File: src/rtl/gp_cmd_executor_if.sv
// Command-buffer fetch port and AHB-Lite style master port of the GP command executor.
// The executor uses the master modport; the buffer and bus slave use the slave modport.
interface gp_cmd_executor_if #(
    parameter int CMD_WIDTH  = 64,
    parameter int ADDR_WIDTH = 32,
    parameter int DATA_WIDTH = 32
);
    logic                  cmd_rd_en;
    logic [ADDR_WIDTH-1:0] cmd_addr;
    logic                  cmd_rd_valid;
    logic [CMD_WIDTH-1:0]  cmd_out;

    logic                  mst_o_valid;
    logic [ADDR_WIDTH-1:0] mst_o_addr;
    logic [DATA_WIDTH-1:0] mst_o_wr_data;
    logic                  mst_o_rd0_wr1;
    logic                  mst_i_ready;
    logic [DATA_WIDTH-1:0] mst_i_rd_data;
    logic                  mst_i_rd_valid;

    modport master (
        output cmd_rd_en, cmd_addr,
        input  cmd_rd_valid, cmd_out,
        output mst_o_valid, mst_o_addr, mst_o_wr_data, mst_o_rd0_wr1,
        input  mst_i_ready, mst_i_rd_data, mst_i_rd_valid
    );

    modport slave (
        input  cmd_rd_en, cmd_addr,
        output cmd_rd_valid, cmd_out,
        input  mst_o_valid, mst_o_addr, mst_o_wr_data, mst_o_rd0_wr1,
        output mst_i_ready, mst_i_rd_data, mst_i_rd_valid
    );
endinterface

File: src/rtl/gp_cmd_executor.sv
// GP engine command executor: walks the command buffer from address 0 and turns WRITE and
// read-modify-write entries into bus transactions, reporting busy/done/err.
module gp_cmd_executor #(
    parameter int                    CMD_WIDTH  = 64,
    parameter int                    ADDR_WIDTH = 32,
    parameter int                    DATA_WIDTH = 32,
    parameter logic [ADDR_WIDTH-1:0] END_ADDR   = 32'h4A0
) (
    input  logic              clk,
    input  logic              rst,
    input  logic              start,
    output logic              busy,
    output logic              done,
    output logic              err,
    output logic [15:0]       cmd_cnt,
    gp_cmd_executor_if.master bus
);
    localparam int AF_W = CMD_WIDTH - DATA_WIDTH - 2;
    localparam logic [1:0] TYPE_WRITE = 2'b00;
    localparam logic [1:0] TYPE_RWM   = 2'b01;

    typedef enum logic [3:0] {
        IDLE, FETCH, WAIT_CMD, ISSUE_RD, WAIT_RD,
        FETCH2, WAIT_CMD2, ISSUE_WR, NEXT, DONE, ERR
    } state_t;

    state_t                state_reg,    state_next;
    logic [ADDR_WIDTH-1:0] cmd_addr_reg, cmd_addr_next;
    logic [15:0]           cmd_cnt_reg,  cmd_cnt_next;
    logic                  err_reg,      err_next;
    logic [AF_W-1:0]       addr_reg,     addr_next;
    logic [DATA_WIDTH-1:0] wdata_reg,    wdata_next;
    logic [DATA_WIDTH-1:0] mask_reg,     mask_next;
    logic [DATA_WIDTH-1:0] rdata_reg,    rdata_next;

    logic [1:0]            ent_type;
    logic [DATA_WIDTH-1:0] ent_data;
    logic [AF_W-1:0]       ent_addr;
    logic [DATA_WIDTH-1:0] merged;
    logic [ADDR_WIDTH-1:0] step_addr;
    logic                  last_entry;
    logic                  rd_en_c, valid_c, wr_c, busy_c, done_c;

    assign ent_type   = bus.cmd_out[1:0];
    assign ent_data   = bus.cmd_out[DATA_WIDTH+1:2];
    assign ent_addr   = bus.cmd_out[CMD_WIDTH-1:DATA_WIDTH+2];
    assign step_addr  = cmd_addr_reg + ADDR_WIDTH'(4);
    assign last_entry = (step_addr == END_ADDR);

    // RWM merge: masked bits come from the partner entry, the rest from the read-back value.
    generate
        for (genvar gi = 0; gi < DATA_WIDTH; gi++) begin : g_merge
            assign merged[gi] = mask_reg[gi] ? ent_data[gi] : rdata_reg[gi];
        end
    endgenerate

    always_ff @(posedge clk or posedge rst) begin
        if (rst) begin
            state_reg    <= IDLE;
            cmd_addr_reg <= '0;
            cmd_cnt_reg  <= '0;
            err_reg      <= 1'b0;
            addr_reg     <= '0;
            wdata_reg    <= '0;
            mask_reg     <= '0;
            rdata_reg    <= '0;
        end else begin
            state_reg    <= state_next;
            cmd_addr_reg <= cmd_addr_next;
            cmd_cnt_reg  <= cmd_cnt_next;
            err_reg      <= err_next;
            addr_reg     <= addr_next;
            wdata_reg    <= wdata_next;
            mask_reg     <= mask_next;
            rdata_reg    <= rdata_next;
        end
    end

    always_comb begin
        state_next    = state_reg;
        cmd_addr_next = cmd_addr_reg;
        cmd_cnt_next  = cmd_cnt_reg;
        err_next      = err_reg;
        addr_next     = addr_reg;
        wdata_next    = wdata_reg;
        mask_next     = mask_reg;
        rdata_next    = rdata_reg;
        rd_en_c       = 1'b0;
        valid_c       = 1'b0;
        wr_c          = 1'b0;
        busy_c        = 1'b1;
        done_c        = 1'b0;

        unique case (state_reg)
            IDLE: begin
                busy_c = 1'b0;
                if (start) begin
                    state_next    = FETCH;
                    cmd_addr_next = '0;
                    cmd_cnt_next  = '0;
                    err_next      = 1'b0;
                end
            end
            FETCH: begin
                rd_en_c    = 1'b1;
                state_next = WAIT_CMD;
            end
            WAIT_CMD: begin
                if (bus.cmd_rd_valid) begin
                    if (bus.cmd_out == '0) begin
                        state_next = DONE;
                    end else if (ent_type == TYPE_WRITE) begin
                        addr_next  = ent_addr;
                        wdata_next = ent_data;
                        state_next = ISSUE_WR;
                    end else if (ent_type == TYPE_RWM) begin
                        addr_next  = ent_addr;
                        mask_next  = ent_data;
                        state_next = ISSUE_RD;
                    end else begin
                        err_next   = 1'b1;
                        state_next = ERR;
                    end
                end
            end
            ISSUE_RD: begin
                valid_c = 1'b1;
                if (bus.mst_i_ready) state_next = WAIT_RD;
            end
            WAIT_RD: begin
                if (bus.mst_i_rd_valid) begin
                    rdata_next = bus.mst_i_rd_data;
                    // An RWM in the last slot has no partner entry to fetch.
                    if (last_entry) begin
                        err_next   = 1'b1;
                        state_next = ERR;
                    end else begin
                        cmd_addr_next = step_addr;
                        state_next    = FETCH2;
                    end
                end
            end
            FETCH2: begin
                rd_en_c    = 1'b1;
                state_next = WAIT_CMD2;
            end
            WAIT_CMD2: begin
                if (bus.cmd_rd_valid) begin
                    if (ent_type != TYPE_WRITE) begin
                        err_next   = 1'b1;
                        state_next = ERR;
                    end else begin
                        wdata_next = merged;
                        state_next = ISSUE_WR;
                    end
                end
            end
            ISSUE_WR: begin
                valid_c = 1'b1;
                wr_c    = 1'b1;
                if (bus.mst_i_ready) state_next = NEXT;
            end
            NEXT: begin
                cmd_cnt_next = cmd_cnt_reg + 16'd1;
                if (last_entry) begin
                    state_next = DONE;
                end else begin
                    cmd_addr_next = step_addr;
                    state_next    = FETCH;
                end
            end
            DONE: begin
                busy_c     = 1'b0;
                done_c     = 1'b1;
                state_next = IDLE;
            end
            ERR: begin
                busy_c     = 1'b0;
                state_next = IDLE;
            end
            default: begin
                busy_c     = 1'b0;
                state_next = IDLE;
            end
        endcase
    end

    assign busy              = busy_c;
    assign done              = done_c;
    assign err               = err_reg;
    assign cmd_cnt           = cmd_cnt_reg;
    assign bus.cmd_rd_en     = rd_en_c;
    assign bus.cmd_addr      = cmd_addr_reg;
    assign bus.mst_o_valid   = valid_c;
    assign bus.mst_o_rd0_wr1 = wr_c;
    assign bus.mst_o_addr    = {addr_reg, 2'b00};
    assign bus.mst_o_wr_data = wdata_reg;
endmodule

File: src/flat_wrapper.sv
// flat-port wrapper written by rule: the top's interface ports become plain ports
module gp_cmd_executor_flat 
#(
    parameter int                    CMD_WIDTH  = 64,
    parameter int                    ADDR_WIDTH = 32,
    parameter int                    DATA_WIDTH = 32,
    parameter logic [ADDR_WIDTH-1:0] END_ADDR   = 32'h4A0
)
  (clk, rst, start, busy, done, err, cmd_cnt, bus_cmd_rd_en, bus_cmd_addr, bus_cmd_rd_valid, bus_cmd_out, bus_mst_o_valid, bus_mst_o_addr, bus_mst_o_wr_data, bus_mst_o_rd0_wr1, bus_mst_i_ready, bus_mst_i_rd_data, bus_mst_i_rd_valid);
  gp_cmd_executor_if #(.CMD_WIDTH(CMD_WIDTH), .ADDR_WIDTH(ADDR_WIDTH), .DATA_WIDTH(DATA_WIDTH)) bus_i ();
  input  logic clk;
  input  logic rst;
  input  logic start;
  output logic busy;
  output logic done;
  output logic err;
  output logic [15:0] cmd_cnt;
  output wire logic [$bits(bus_i.cmd_rd_en)-1:0] bus_cmd_rd_en;
  output wire logic [$bits(bus_i.cmd_addr)-1:0] bus_cmd_addr;
  input wire logic [$bits(bus_i.cmd_rd_valid)-1:0] bus_cmd_rd_valid;
  input wire logic [$bits(bus_i.cmd_out)-1:0] bus_cmd_out;
  output wire logic [$bits(bus_i.mst_o_valid)-1:0] bus_mst_o_valid;
  output wire logic [$bits(bus_i.mst_o_addr)-1:0] bus_mst_o_addr;
  output wire logic [$bits(bus_i.mst_o_wr_data)-1:0] bus_mst_o_wr_data;
  output wire logic [$bits(bus_i.mst_o_rd0_wr1)-1:0] bus_mst_o_rd0_wr1;
  input wire logic [$bits(bus_i.mst_i_ready)-1:0] bus_mst_i_ready;
  input wire logic [$bits(bus_i.mst_i_rd_data)-1:0] bus_mst_i_rd_data;
  input wire logic [$bits(bus_i.mst_i_rd_valid)-1:0] bus_mst_i_rd_valid;
  assign bus_cmd_rd_en = bus_i.cmd_rd_en;
  assign bus_cmd_addr = bus_i.cmd_addr;
  assign bus_i.cmd_rd_valid = bus_cmd_rd_valid;
  assign bus_i.cmd_out = bus_cmd_out;
  assign bus_mst_o_valid = bus_i.mst_o_valid;
  assign bus_mst_o_addr = bus_i.mst_o_addr;
  assign bus_mst_o_wr_data = bus_i.mst_o_wr_data;
  assign bus_mst_o_rd0_wr1 = bus_i.mst_o_rd0_wr1;
  assign bus_i.mst_i_ready = bus_mst_i_ready;
  assign bus_i.mst_i_rd_data = bus_mst_i_rd_data;
  assign bus_i.mst_i_rd_valid = bus_mst_i_rd_valid;
  gp_cmd_executor #(.CMD_WIDTH(CMD_WIDTH), .ADDR_WIDTH(ADDR_WIDTH), .DATA_WIDTH(DATA_WIDTH), .END_ADDR(END_ADDR)) u_core (.clk(clk), .rst(rst), .start(start), .busy(busy), .done(done), .err(err), .cmd_cnt(cmd_cnt), .bus(bus_i));
endmodule
File: config.mk
export PLATFORM = sky130hd
export DESIGN_NAME = gp_cmd_executor_flat
export DESIGN_NICKNAME = d
export VERILOG_FILES = /design/src/rtl/gp_cmd_executor_if.sv /design/src/rtl/gp_cmd_executor.sv /design/src/flat_wrapper.sv
export SDC_FILE = /design/constraint.sdc
export NUM_CORES = 1
export LEC_CHECK = 0
export BUFFER_PORTS_ARGS = -buffer_cell sky130_fd_sc_hd__buf_4
export CAP_MARGIN = 25
export CORE_AREA = 3 3 145 147
export CTS_BUF_LIST = sky130_fd_sc_hd__clkbuf_4 sky130_fd_sc_hd__clkbuf_8
export DETAILED_ROUTE_END_ITERATION = 16
export DIE_AREA = 0 0 148 150
export PLACE_DENSITY = 0.68
export SETUP_SLACK_MARGIN = 0.1
export SYNTH_ARGS = -nofsm -noshare
export SYNTH_HDL_FRONTEND = slang
export SYNTH_SLANG_ARGS = --single-unit
export TNS_END_PERCENT = 10
File: constraint.sdc
create_clock -name clk -period 14.6 [get_ports clk]
set_input_delay 2.92 -clock clk [delete_from_list [all_inputs] [get_ports clk]]
set_output_delay 2.92 -clock clk [all_outputs]
set_load 0.005 [all_outputs]
==> impl_results.md <==
* Status: complete, no violations
* Fraction of registers with async set or reset after synthesis at 100%
* Initial detailed-routing violation count at around 380
* First-pass GRT wire length at 36.7 mm
* Synth area leader: dfrtp_1
* Initial core utilization at between 40 and 50%
* Num rows at 52
* Core Area at about 0.02 mm²
* Post-synthesis sequential area ratio at 50.2%
* Top-area cell type share of the netlist area at 50.2%
* Post-synth EDFFs at 0
* Synthesized flop and latch total at 177
* Most common flop cell mapped by yosys: dfrtp_1
* Util after Layout at between 50 and 60%
* Maximum clock frequency at 197 MHz
* Drt drc at 0
* Hold Path Origin: u_core.bus.mst_o_wr_data[10]
* Clk root buf: clkbuf_8
* WS Path Type: input pin to flop
* Peak supply drop at ~0.000087 V
* Dpl cells at 1,284
* Die Ht at ~150 µm
* Fin cells at 1,316
* Drt pass-1 iters at 5
* Crit-path max FO at 64
* FF+latch area at 0.00443 mm²
* Syn Area/Cell at 10.4 µm²
* Final wirelength at 22.9 mm
* Worst setup startpoint: bus_cmd_out[2]
* Count of final max-slew check failures at 0
* Io pins at 220
* Post CTS Setup Buffer Count at 0
* Largest net degree at the start of global routing at 65
* CTS tree: done
* Setup violations, final at 0
* P&R area growth vs syn at 25.0%
* Synth warnings at 0
* Synth cell types at 70
* Max Root-Sink Buffers at 2
* Pre-CTS WS at around 9 ns
* Max stage delay on crit path at 0.57 ns
* Later-pin clock latency in the skew report at roughly 0.48 ns
* Mapped cell area at about 0.0088 mm²
* Vias in the first global route at between 6,000 and 7,000
* Worst slew pin tran at slightly above 0.8 ns
* Routed vias/inst at about 5.5
* Clock transition at the registers of the reported paths at about 0.1 ns
* Total clock buffers created by CTS at 17
* CTS H-tree depth at 4
* Placer Congestion at 0.829
* GRT Overall Usage at between 20 and 25%
* CP max-delay cell: nor4_1
* Final period util at a little over a third
* # hold bufs at CTS at 0
* Post-CTS resize count at 0
* Ant. Diodes at 0
* PortBufs at roughly 220
* Final ANT Viol Nets at 0
* Share of cells above drive strength 1 at a little over a third
* Worst Clk Skew at ~0.015 ns
* Worst path cell trace: buf_4, nor4_1, nand4_1, nor4_1, nand2b_1, nand4_1, buf_4, o21ai_0
* Antenna violations before repair at 0
* MaxCap Viol Count at 0
* Placed Area at approximately 0.011 mm²
* HP Class: flop to flop
* Setup slack after layout at between 9 and 10 ns
* Final Hold Viols at 0
* Fill cells at between 1,500 and 2,000
* Most frequent cells in the layout: buf_4 (225), dfrtp_1 (177), mux2_2 (87)
* Data arrival, critical path at 5.40 ns
* Grt total ovfl at 0
* Die area at 0.0222 mm²
* Rel. slew slack at 44.8%
* Worst Setup End Kind: flop
* Vias after detailed routing at slightly above 7,000
* Synth Instances at 850
* Post-layout min period at slightly above 5 ns
* LEAKAGE at around 5 nW
* FF-to-FF setup slack at around 11 ns
* Worst EP required at between 10 and 15 ns
* Wire per inst at ~17 µm
* Unrepaired setup endpoints after global routing: no
* Multi-input gate area at 0.00407 mm²
* Fin nets at about 1,100
* DIE WIDTH at about 150 µm
* Top cells by area, synth: dfrtp_1 (50%), mux2_2 (11%), o21ai_0 (4.4%)
* R2r startpoint: u_core.state_reg[0]
* Detailed Place HPWL at around 16 mm
* Final instance area at 0.0110 mm²
* Worst setup SP type: input pin
* Power density cells at ~160 mW/mm²
* Commonest non-fill, non-tap cell in the layout: buf_4
* Final setup TNS at 0 ns
* TritonCTS Sinks at between 150 and 200
[layer usage]
metal | wire [µm] | vias up | GRT usage [%] | part of all wire (%)
met5 | 0 | - | 0 | 0
met4 | 328 | 0 | 6.00 | 1.4
met3 | 1320 | 18 | 5.36 | 5.8
met2 | 10900 | 189 | 32.0 | 47
met1 | 10400 | 3552 | 28.6 | 45
li1 | - | 3438 | - | -
[stage by stage]
stage | hold slack (ns) | total power (W)
finish | 0.493 | 0.00175
global route | 0.518 | 0.00187
CTS | 0.496 | 0.00177
detailed placement | 0.472 | 0.00140
global placement | 0.463 | 0.00138
floorplan | 0.459 | 0.00112
[final timing paths]
kind	cells after the start	to
min in group asynchronous	2	u_core.addr_reg[28]
min	2	u_core.bus.mst_o_wr_data[10]
max in group asynchronous	3	u_core.bus.mst_o_wr_data[27]
min reg2reg	2	u_core.bus.mst_o_wr_data[10]
max	8	u_core.bus.mst_o_wr_data[6]
max reg2reg	6	u_core.bus.cmd_addr[10]
[cell families (layout without fill, tap and decap cells)]
kind of cell / count (synthesis) / count (layout) / share of synthesized area [%]
flip-flops: 177 / 177 / 50.2
other: 1 / 4 / 0.0425
buffers and inverters: 78 / 271 / 3.87
AO/OA/AOI/OAI: 167 / 167 / 11.5
multiplexers: 132 / 132 / 16.3
AND/OR/NAND/NOR: 281 / 281 / 16.5
adder cells (fa/ha/maj): 2 / 2 / 0.284
XOR/XNOR: 12 / 12 / 1.28
[power breakdown]
group          internal [W]  switching (W)  total, W
Combinational      0.000326       0.000248  0.000574
Sequential         0.000675       0.000136  0.000811
Clock              0.000149       0.000211  0.000359
Total               0.00115       0.000595   0.00175
[area by class of cell]
class                   instances  share of cell area, %
clock buffers                  17                   2.12
clock inverters                15                   1.86
multi-input cells             598                   36.9
well taps                     270                   3.06
inverters                      13                  0.488
flip-flops and latches        177                   40.2
repair buffers                226                   15.4
[critical path, delay by kind of cell]
| family | cells | cell delay (ns) |
|---|---|---|
| buf+inv | 2 | 0.60 |
| compound gates | 1 | 0.21 |
| simple gates | 5 | 1.65 |
[cells in the mapped netlist, types with 5 or more instances]
cell type    n
clkbuf_1    42
or3_1        8
o21ai_1      6
mux2_1       9
and4_1       6
nand2b_1     7
dfrtp_1    177
nand2_1     82
a31oi_1     11
nor4_1      19
buf_2       11
nor3_1      10
nand3_1     17
o21ai_0     77
nand4_1     25
inv_1       13
mux2_2      87
nor2_1      64
xnor2_1      9
o211ai_1     5
and2_1       6
mux2i_1     36
and3_1      12
a21oi_1     23
o31ai_1     12
buf_4        5
No activity file was read; power rests on OpenSTA's default activity.
